`src/rtl/axi_master_bridge.sv`:
```
// CPU load/store port to single-beat AXI4 master, one transaction at a time.
// Optional AXI_M_ERR_EN adds a sticky mem_err flag for bad RESP or ID.
module axi_master_bridge #(
  parameter logic [3:0] MASTER_ID = 4'd0
) (
  input  logic        clk,
  input  logic        rst,
  input  logic        mem_req,
  input  logic        mem_write,
  input  logic [31:0] mem_addr,
  input  logic [31:0] mem_wdata,
  input  logic [3:0]  mem_wstrb,
  output logic [31:0] mem_rdata,
  output logic        mem_done,
  output logic        mem_busy,
  output logic        mem_err,
  output logic [3:0]  ARID_M,
  output logic [31:0] ARADDR_M,
  output logic [3:0]  ARLEN_M,
  output logic [2:0]  ARSIZE_M,
  output logic [1:0]  ARBURST_M,
  output logic        ARVALID_M,
  input  logic        ARREADY_M,
  input  logic [3:0]  RID_M,
  input  logic [31:0] RDATA_M,
  input  logic [1:0]  RRESP_M,
  input  logic        RLAST_M,
  input  logic        RVALID_M,
  output logic        RREADY_M,
  output logic [3:0]  AWID_M,
  output logic [31:0] AWADDR_M,
  output logic [3:0]  AWLEN_M,
  output logic [2:0]  AWSIZE_M,
  output logic [1:0]  AWBURST_M,
  output logic        AWVALID_M,
  input  logic        AWREADY_M,
  output logic [31:0] WDATA_M,
  output logic [3:0]  WSTRB_M,
  output logic        WLAST_M,
  output logic        WVALID_M,
  input  logic        WREADY_M,
  input  logic [3:0]  BID_M,
  input  logic [1:0]  BRESP_M,
  input  logic        BVALID_M,
  output logic        BREADY_M
);

  typedef enum logic [2:0] {
    IDLE, RADDR, RDATA, WREQ, WRESP, DONE
  } state_e;

  state_e      state_q, state_d;
  logic [31:0] addr_q, addr_d;
  logic [31:0] wdata_q, wdata_d;
  logic [3:0]  wstrb_q, wstrb_d;
  logic [31:0] rdata_q, rdata_d;
  logic        awd_q, awd_d;
  logic        wd_q, wd_d;
  logic        aw_hs, w_hs;

  assign aw_hs = AWVALID_M && AWREADY_M;
  assign w_hs  = WVALID_M && WREADY_M;

  always_ff @(posedge clk) begin
    if (!rst) begin
      state_q <= IDLE;
      addr_q  <= '0;
      wdata_q <= '0;
      wstrb_q <= '0;
      rdata_q <= '0;
      awd_q   <= 1'b0;
      wd_q    <= 1'b0;
    end else begin
      state_q <= state_d;
      addr_q  <= addr_d;
      wdata_q <= wdata_d;
      wstrb_q <= wstrb_d;
      rdata_q <= rdata_d;
      awd_q   <= awd_d;
      wd_q    <= wd_d;
    end
  end

  always_comb begin
    state_d = state_q;
    addr_d  = addr_q;
    wdata_d = wdata_q;
    wstrb_d = wstrb_q;
    rdata_d = rdata_q;
    awd_d   = awd_q;
    wd_d    = wd_q;
    unique case (state_q)
      IDLE: begin
        if (mem_req) begin
          addr_d  = mem_addr;
          wdata_d = mem_wdata;
          wstrb_d = mem_wstrb;
          awd_d   = 1'b0;
          wd_d    = 1'b0;
          state_d = mem_write ? WREQ : RADDR;
        end
      end
      RADDR: begin
        if (ARREADY_M) state_d = RDATA;
      end
      RDATA: begin
        if (RVALID_M) begin
          rdata_d = RDATA_M;
          if (RLAST_M) state_d = DONE;
        end
      end
      WREQ: begin
        // AW and W complete independently, in either order
        if (aw_hs) awd_d = 1'b1;
        if (w_hs)  wd_d  = 1'b1;
        if ((awd_q || aw_hs) && (wd_q || w_hs))
          state_d = WRESP;
      end
      WRESP: begin
        if (BVALID_M) state_d = DONE;
      end
      DONE:    state_d = IDLE;
      default: state_d = IDLE;
    endcase
  end

  assign ARID_M    = MASTER_ID;
  assign ARADDR_M  = addr_q;
  assign ARLEN_M   = 4'd0;
  assign ARSIZE_M  = 3'b010;
  assign ARBURST_M = 2'b01;
  assign ARVALID_M = (state_q == RADDR);
  assign RREADY_M  = (state_q == RDATA);

  assign AWID_M    = MASTER_ID;
  assign AWADDR_M  = addr_q;
  assign AWLEN_M   = 4'd0;
  assign AWSIZE_M  = 3'b010;
  assign AWBURST_M = 2'b01;
  assign AWVALID_M = (state_q == WREQ) && !awd_q;
  assign WDATA_M   = wdata_q;
  assign WSTRB_M   = wstrb_q;
  assign WLAST_M   = 1'b1;
  assign WVALID_M  = (state_q == WREQ) && !wd_q;
  assign BREADY_M  = (state_q == WRESP);

  assign mem_rdata = rdata_q;
  assign mem_done  = (state_q == DONE);
  assign mem_busy  = (state_q != IDLE);

`ifdef AXI_M_ERR_EN
  logic err_q, err_d;
  logic r_bad, b_bad;

  assign r_bad = RVALID_M && RREADY_M &&
                 ((RRESP_M != 2'b00) || (RID_M != MASTER_ID));
  assign b_bad = BVALID_M && BREADY_M &&
                 ((BRESP_M != 2'b00) || (BID_M != MASTER_ID));

  always_ff @(posedge clk) begin
    if (!rst) err_q <= 1'b0;
    else      err_q <= err_d;
  end

  always_comb begin
    err_d = err_q;
    if (r_bad || b_bad) err_d = 1'b1;
  end

  assign mem_err = err_q;
`else
  logic unused;
  assign unused  = ^{RID_M, RRESP_M, BID_M, BRESP_M};
  assign mem_err = 1'b0;
`endif

endmodule

```
`config.mk`:
```
export PLATFORM = sky130hd
export DESIGN_NAME = axi_master_bridge
export DESIGN_NICKNAME = d
export VERILOG_FILES = /design/src/rtl/axi_master_bridge.sv
export SDC_FILE = /design/constraint.sdc
export NUM_CORES = 1
export LEC_CHECK = 0
export CORE_MARGIN = 2
export CORE_UTILIZATION = 37
export CTS_CLUSTER_SIZE = 14
export DETAILED_ROUTE_END_ITERATION = 16
export GPL_TIMING_DRIVEN = 0
export PLACE_DENSITY = 0.89
export SYNTH_ARGS = -nofsm -noshare
export SYNTH_HDL_FRONTEND = slang
export SYNTH_SLANG_ARGS = --single-unit
```
`constraint.sdc`:
```
create_clock -name clk -period 1.6 [get_ports clk]
set_input_delay 0.24 -clock clk [delete_from_list [all_inputs] [get_ports clk]]
set_output_delay 0.24 -clock clk [all_outputs]
set_load 0.05 [all_outputs]
```
; ---- Word level (Yosys, flattened, before mapping)
; Index checks and enable logic that the tools add are counted.
[classes]
addsub = 0
mul = 0
n_div = 0
n_lt_le_gt_ge = 0
n_eq_ne = 13
shift = 0
mux = 13
bitwise_logic = 0
reduce_logical = 17
[op_table]
columns = cell, count
row1 = 3-bit two-way mux, 6
row2 = 3-bit one-hot mux with 5 select lines, 1
row3 = 2-bit != test (second input constant), 7
row4 = 3-bit by 2-bit == test with 1-bit output (second input constant), 2
row5 = 3-bit == test (second input constant), 2
row6 = 3-bit AND reduction, 2
row7 = 6-bit AND reduction, 1
row8 = 1-bit logical AND, 5
row9 = 1-bit one-hot mux with 2 select lines, 2
row10 = 2-bit AND reduction, 2
row11 = 3-bit by 1-bit == test with 1-bit output (second input constant), 1
row12 = 3-bit zero test, 1
row13 = 1-bit two-way mux, 3
row14 = 3-bit nonzero test, 1
row15 = 1-bit zero test, 2
row16 = 1-bit logical OR, 2
row17 = 2-bit two-way mux, 1
row18 = 2-bit by 1-bit != test with 1-bit output (second input constant), 1
row19 = 2-bit nonzero test, 1
[totals]
ff_bits = 105
latch_bits = 0
mem_bits_rw = 0
romBits = 0
input_bits = 122
out_inout_bits = 167
word_cells = 50
memories = 0

; ---- Longest topological paths before layout
[logic_depth]
word_depth = 7
depth_mapped = 7
ltp_nobuf = 4

; ---- Worst setup path before layout
; No wires, ideal clock.
[synth_timing]
path_type = register to register
from = register state_q[0]
to = register state_q[0]
setup_ns = 0.091
arrival_time_ns = 2.328
required_time_ns = 1.509
slack_ns = -0.819
path_stages_with_launch = 5
path_buffers = 1
synth_period_minus_slack_ns = 2.419
cell_sequence = dfxtp_1 -> buf_6 -> nor3b_1 -> a22oi_1 -> a311oi_1
[synth_via]
elab_cells_between_ends = 20
classes_between = 10 x eq/ne / 1 x mux / 9 x reduce/logical
[synth_lines]
columns = element, line_no
row1 = "start, declared", 52  ; state_e state_q, state_d;
row2 = "start signal, assigned", 74  ; state_q <= state_d;
row3 = 3-bit by 1-bit == test with 1-bit output *, --
row4 = named net ARVALID_M, 22  ; output logic ARVALID_M,
row5 = 2-bit by 1-bit != test with 1-bit output (no line), --
row6 = 6-bit AND reduction (no line), --
; The timed path passes the listed nets; every way through them passes the cells marked *.
; A chain may end at the register's enable or synchronous reset.

; ---- Worst setup path after layout
[layout_timing]
from = register state_q[1]
to = output WVALID_M
[layout_via]
elab_chain_len = 2
[layout_rtl]
columns = element, line_no
row1 = 3-bit by 2-bit == test with 1-bit output, 144  ; assign WVALID_M = (state_q == WREQ) && !wd_q;
row2 = 1-bit logical AND, 144
row3 = "end, declared", 40  ; output logic WVALID_M,
; Every way passes these cells.

==> results by group <==
Timing
  • Max-slew violation total from the final report: 0
  • Final setup violating endpoints: 0
  • Maximum achievable frequency: 0.638 GHz
  • Minimum clock period: 1.57 ns
  • Setup Skew: 0.00622 ns
  • Fin crit share: 97.9%
  • Number of hold violations in the final report: 0
  • Headroom to the max-slew limit: 63.2%
  • Setup repair after global routing missed its margin: true
  • Worst-Margin Slew: 0.555 ns
  • Sum of negative setup slack: 0 ns
  • Worst Setup Slack, final: 0.0329 ns

Drt
  • Iteration-0 DRC count of the detailed router: 185
  • Antenna-violating nets left: 0
  • Number of vias per cell: 4.43
  • Post-route DRC: 0
  • Detailed-router iteration count before antenna repair: 4
  • Wire per inst: 13.2 um
  • Via total after detailed routing: 4364
  • Total Routed Length: 13000 um

Global route
  • Initial antenna violation count: 0
  • Via count of the first global-routing pass: 4136
  • Overall Global Routing Usage: 19.2%
  • Sum of overflow across all layers after global routing: 0
  • Pin count of the biggest net entering global routing: 17
  • Global-route wire length before repair: 20100 um

Synthesis
  • Prevailing post-synth register cell: sky130_fd_sc_hd__dfxtp_1
  • Post-synth design cell area: 0.00449 mm^2
  • Cells after synthesis: 546
  • Sequential area share after synthesis: 46.8%
  • Post-synthesis cell type count: 31
  • Fraction of registers with async set/reset: 0%
  • Average cell area after synthesis: 8.22 um^2
  • Synthesis Warnings: 0
  • Number of storage elements in the synthesis netlist: 105
  • Count of flip-flops with a built-in enable after synthesis: 0

Place
  • I/O Buffers: 247
  • Routability-driven placement congestion ratio: 0.801
  • Placement-stage worst setup slack: -0.525 ns
  • DP HPWL: 10200 um
  • Placed standard-cell area: 0.00727 mm^2

Hold path
  • Cells on Worst Hold Path: 2
  • Startpoint of the worst hold path: rst
  • Worst hold path class: in2reg
  • Min-Delay Endpoint: mem_rdata[12]

Power
  • Pleak: 3.49 nW
  • PD cells: 1470 mW/mm^2
  • Max VDD drop: 0.000724 V
  • Sum of internal, switching and leakage power: 11.0 mW

Critical path
  • Biggest fanout along the worst timing path: 8
  • Setup slack of the most critical reg-to-reg path: 0.12 ns
  • FF-to-FF End: mem_rdata[15]
  • CP Class: reg2out
  • Slowest stage cell, crit path: sky130_fd_sc_hd__dfxtp_4
  • Data required time of the worst path: 1.36 ns
  • Crit-path most repeated cell: sky130_fd_sc_hd__buf_6
  • Kind of launch point of the worst setup path: register
  • Arr. time, crit path: 1.33 ns
  • Critical Path, Cell by Cell: buf_6 > nand3b_1 > nor2_1 > buf_6
  • R2r worst-path depth: 7
  • Worst R2R Start: state_q[0]
  • CP Capture Type: primary output
  • Worst path max stage delay: 0.40 ns

CTS
  • Number of hold-repair buffers added at the cts stage: 0
  • Maximum buffer depth of the clock tree: 2
  • Clock latency at the later pin of the worst-skew pair: 0.33 ns
  • CTS clock-pin slew for the worst setup and hold paths: 0.07 ns
  • Clk root buf: sky130_fd_sc_hd__clkbuf_16
  • TritonCTS buffer count: 9
  • Number of clock sinks seen by CTS: 105
  • Number of H-tree levels: 3
  • Clock tree from TritonCTS: built

Floorplanning
  • Top-level I/O count: 289
  • Die area: 0.0130 mm^2
  • Die Span X: 114 um
  • Floorplan core area: 0.0119 mm^2
  • Die span in y: 114 um
  • Rows: 40
  • Initial cell density of the core: 37.7%

Cells and area
  • Commonest cells after routing, fill and taps aside: sky130_fd_sc_hd__nand2_1, sky130_fd_sc_hd__dlygate4sd2_1, sky130_fd_sc_hd__clkdlybuf4s50_1
  • Fill count: 1060
  • Final std cell area, no fill: 0.00747 mm^2
  • Antenna diode instance count: 0
  • Most common cell after layout, fill and taps aside: sky130_fd_sc_hd__nand2_1
  • Share of post-route cells with drive strength above 1: 14.7%
  • Relative area change from synthesis to final layout: 66.3%
  • Nets: 955

Run
  • Number of max-capacitance violations reported: 0

Status
  • Run status: complete, no violations
how the worst max path moves through the flow:
stage	cells past startpoint	from	end	slack [ns]
2_1_floorplan	3	state_q[1]	AWVALID_M	-0.13
3_3_place_gp	4	state_q[1]	WVALID_M	-0.51
3_5_place_dp	4	state_q[1]	WVALID_M	-0.53
4_1_cts	7	state_q[2]	WDATA_M[12]	-0.005
5_1_grt	4	state_q[1]	WVALID_M	-0.02
6_report	4	state_q[1]	WVALID_M	0.03
cells by family after synthesis:
kind of cell | Yosys count | share of synthesized area [%]
AND/OR/NAND/NOR | 227 | 20.2
AO/OA/AOI/OAI | 111 | 18.3
flip-flops | 105 | 46.8
buffers and inverters | 100 | 14.3
other | 2 | 0.167
multiplexers | 1 | 0.223
sequential cells by signal, summed over array words and instances (netlist names):
signal	count
WSTRB_M	4
wd_q	1
awd_q	1
mem_rdata	32
state_q	3
ARADDR_M	32
WDATA_M	32
critical path, delay by kind of cell (launching register included):
| family | cells | cell delay, ns |
|---|---|---|
| flip-flops | 1 | 0.40 |
| buffers and inverters | 2 | 0.32 |
| AND/OR/NAND/NOR | 2 | 0.28 |
synth_stat cells (2+ instances only):
cell type / number / share of area (%)
sky130_fd_sc_hd__a21oi_1: 4 / 0.45
sky130_fd_sc_hd__dfxtp_1: 105 / 47
sky130_fd_sc_hd__nor3b_1: 3 / 0.50
sky130_fd_sc_hd__clkbuf_1: 21 / 1.8
sky130_fd_sc_hd__inv_1: 5 / 0.42
sky130_fd_sc_hd__a21boi_0: 76 / 13
sky130_fd_sc_hd__buf_2: 10 / 1.1
sky130_fd_sc_hd__conb_1: 2 / 0.17
sky130_fd_sc_hd__nor2_1: 3 / 0.25
sky130_fd_sc_hd__buf_4: 60 / 10
sky130_fd_sc_hd__nor2b_1: 2 / 0.28
sky130_fd_sc_hd__nand2_1: 207 / 17
sky130_fd_sc_hd__buf_6: 4 / 1.0
sky130_fd_sc_hd__a21boi_1: 24 / 4.0
sky130_fd_sc_hd__and2_1: 2 / 0.28
sky130_fd_sc_hd__nand3_1: 3 / 0.33
where the power goes:
group          switching, mW  internal [mW]  leakage [nW]
registers              0.285           3.08         0.859
clock network          0.948           1.20         0.137
logic                   3.73           1.71          2.50
total                   4.96           5.99          3.49
final cells by class:
class | instances | area (um^2) | share of cell area, %
inverters | 5 | 18.8 | 0.251
multi-input cells | 367 | 1880 | 25.2
plain buffers | 95 | 654 | 8.76
flip-flops and latches | 105 | 2110 | 28.3
clock inverters | 6 | 60.1 | 0.804
repair buffers | 250 | 2330 | 31.3
well taps | 147 | 184 | 2.46
clock buffers | 9 | 225 | 3.02
metal layers:
layer | vias up | global-route usage [%] | share of wire, %
met5 | - | 0 | 0
met4 | 0 | 6.83 | 1.6
met3 | 14 | 4.24 | 7.1
met2 | 161 | 34.5 | 51
met1 | 1959 | 22.5 | 40
li1 | 2230 | - | -
stage by stage:
step	instances	hold slack [ns]	utilization [%]
after floorplan	572	0.375	-
after global placement	966	0.439	61.0
after detailed placement	966	0.447	61.0
after CTS	982	0.283	62.2
after global routing	984	0.316	62.7
final	984	0.293	62.7
what timing repair did:
item                       CTS  global route
hold endpoints to repair     0             0
resized for setup          191            38
pin swaps                    2             3
setup endpoints to repair  237           102
setup buffers                1             2
Note: power is estimated with default switching activity, not from simulation.
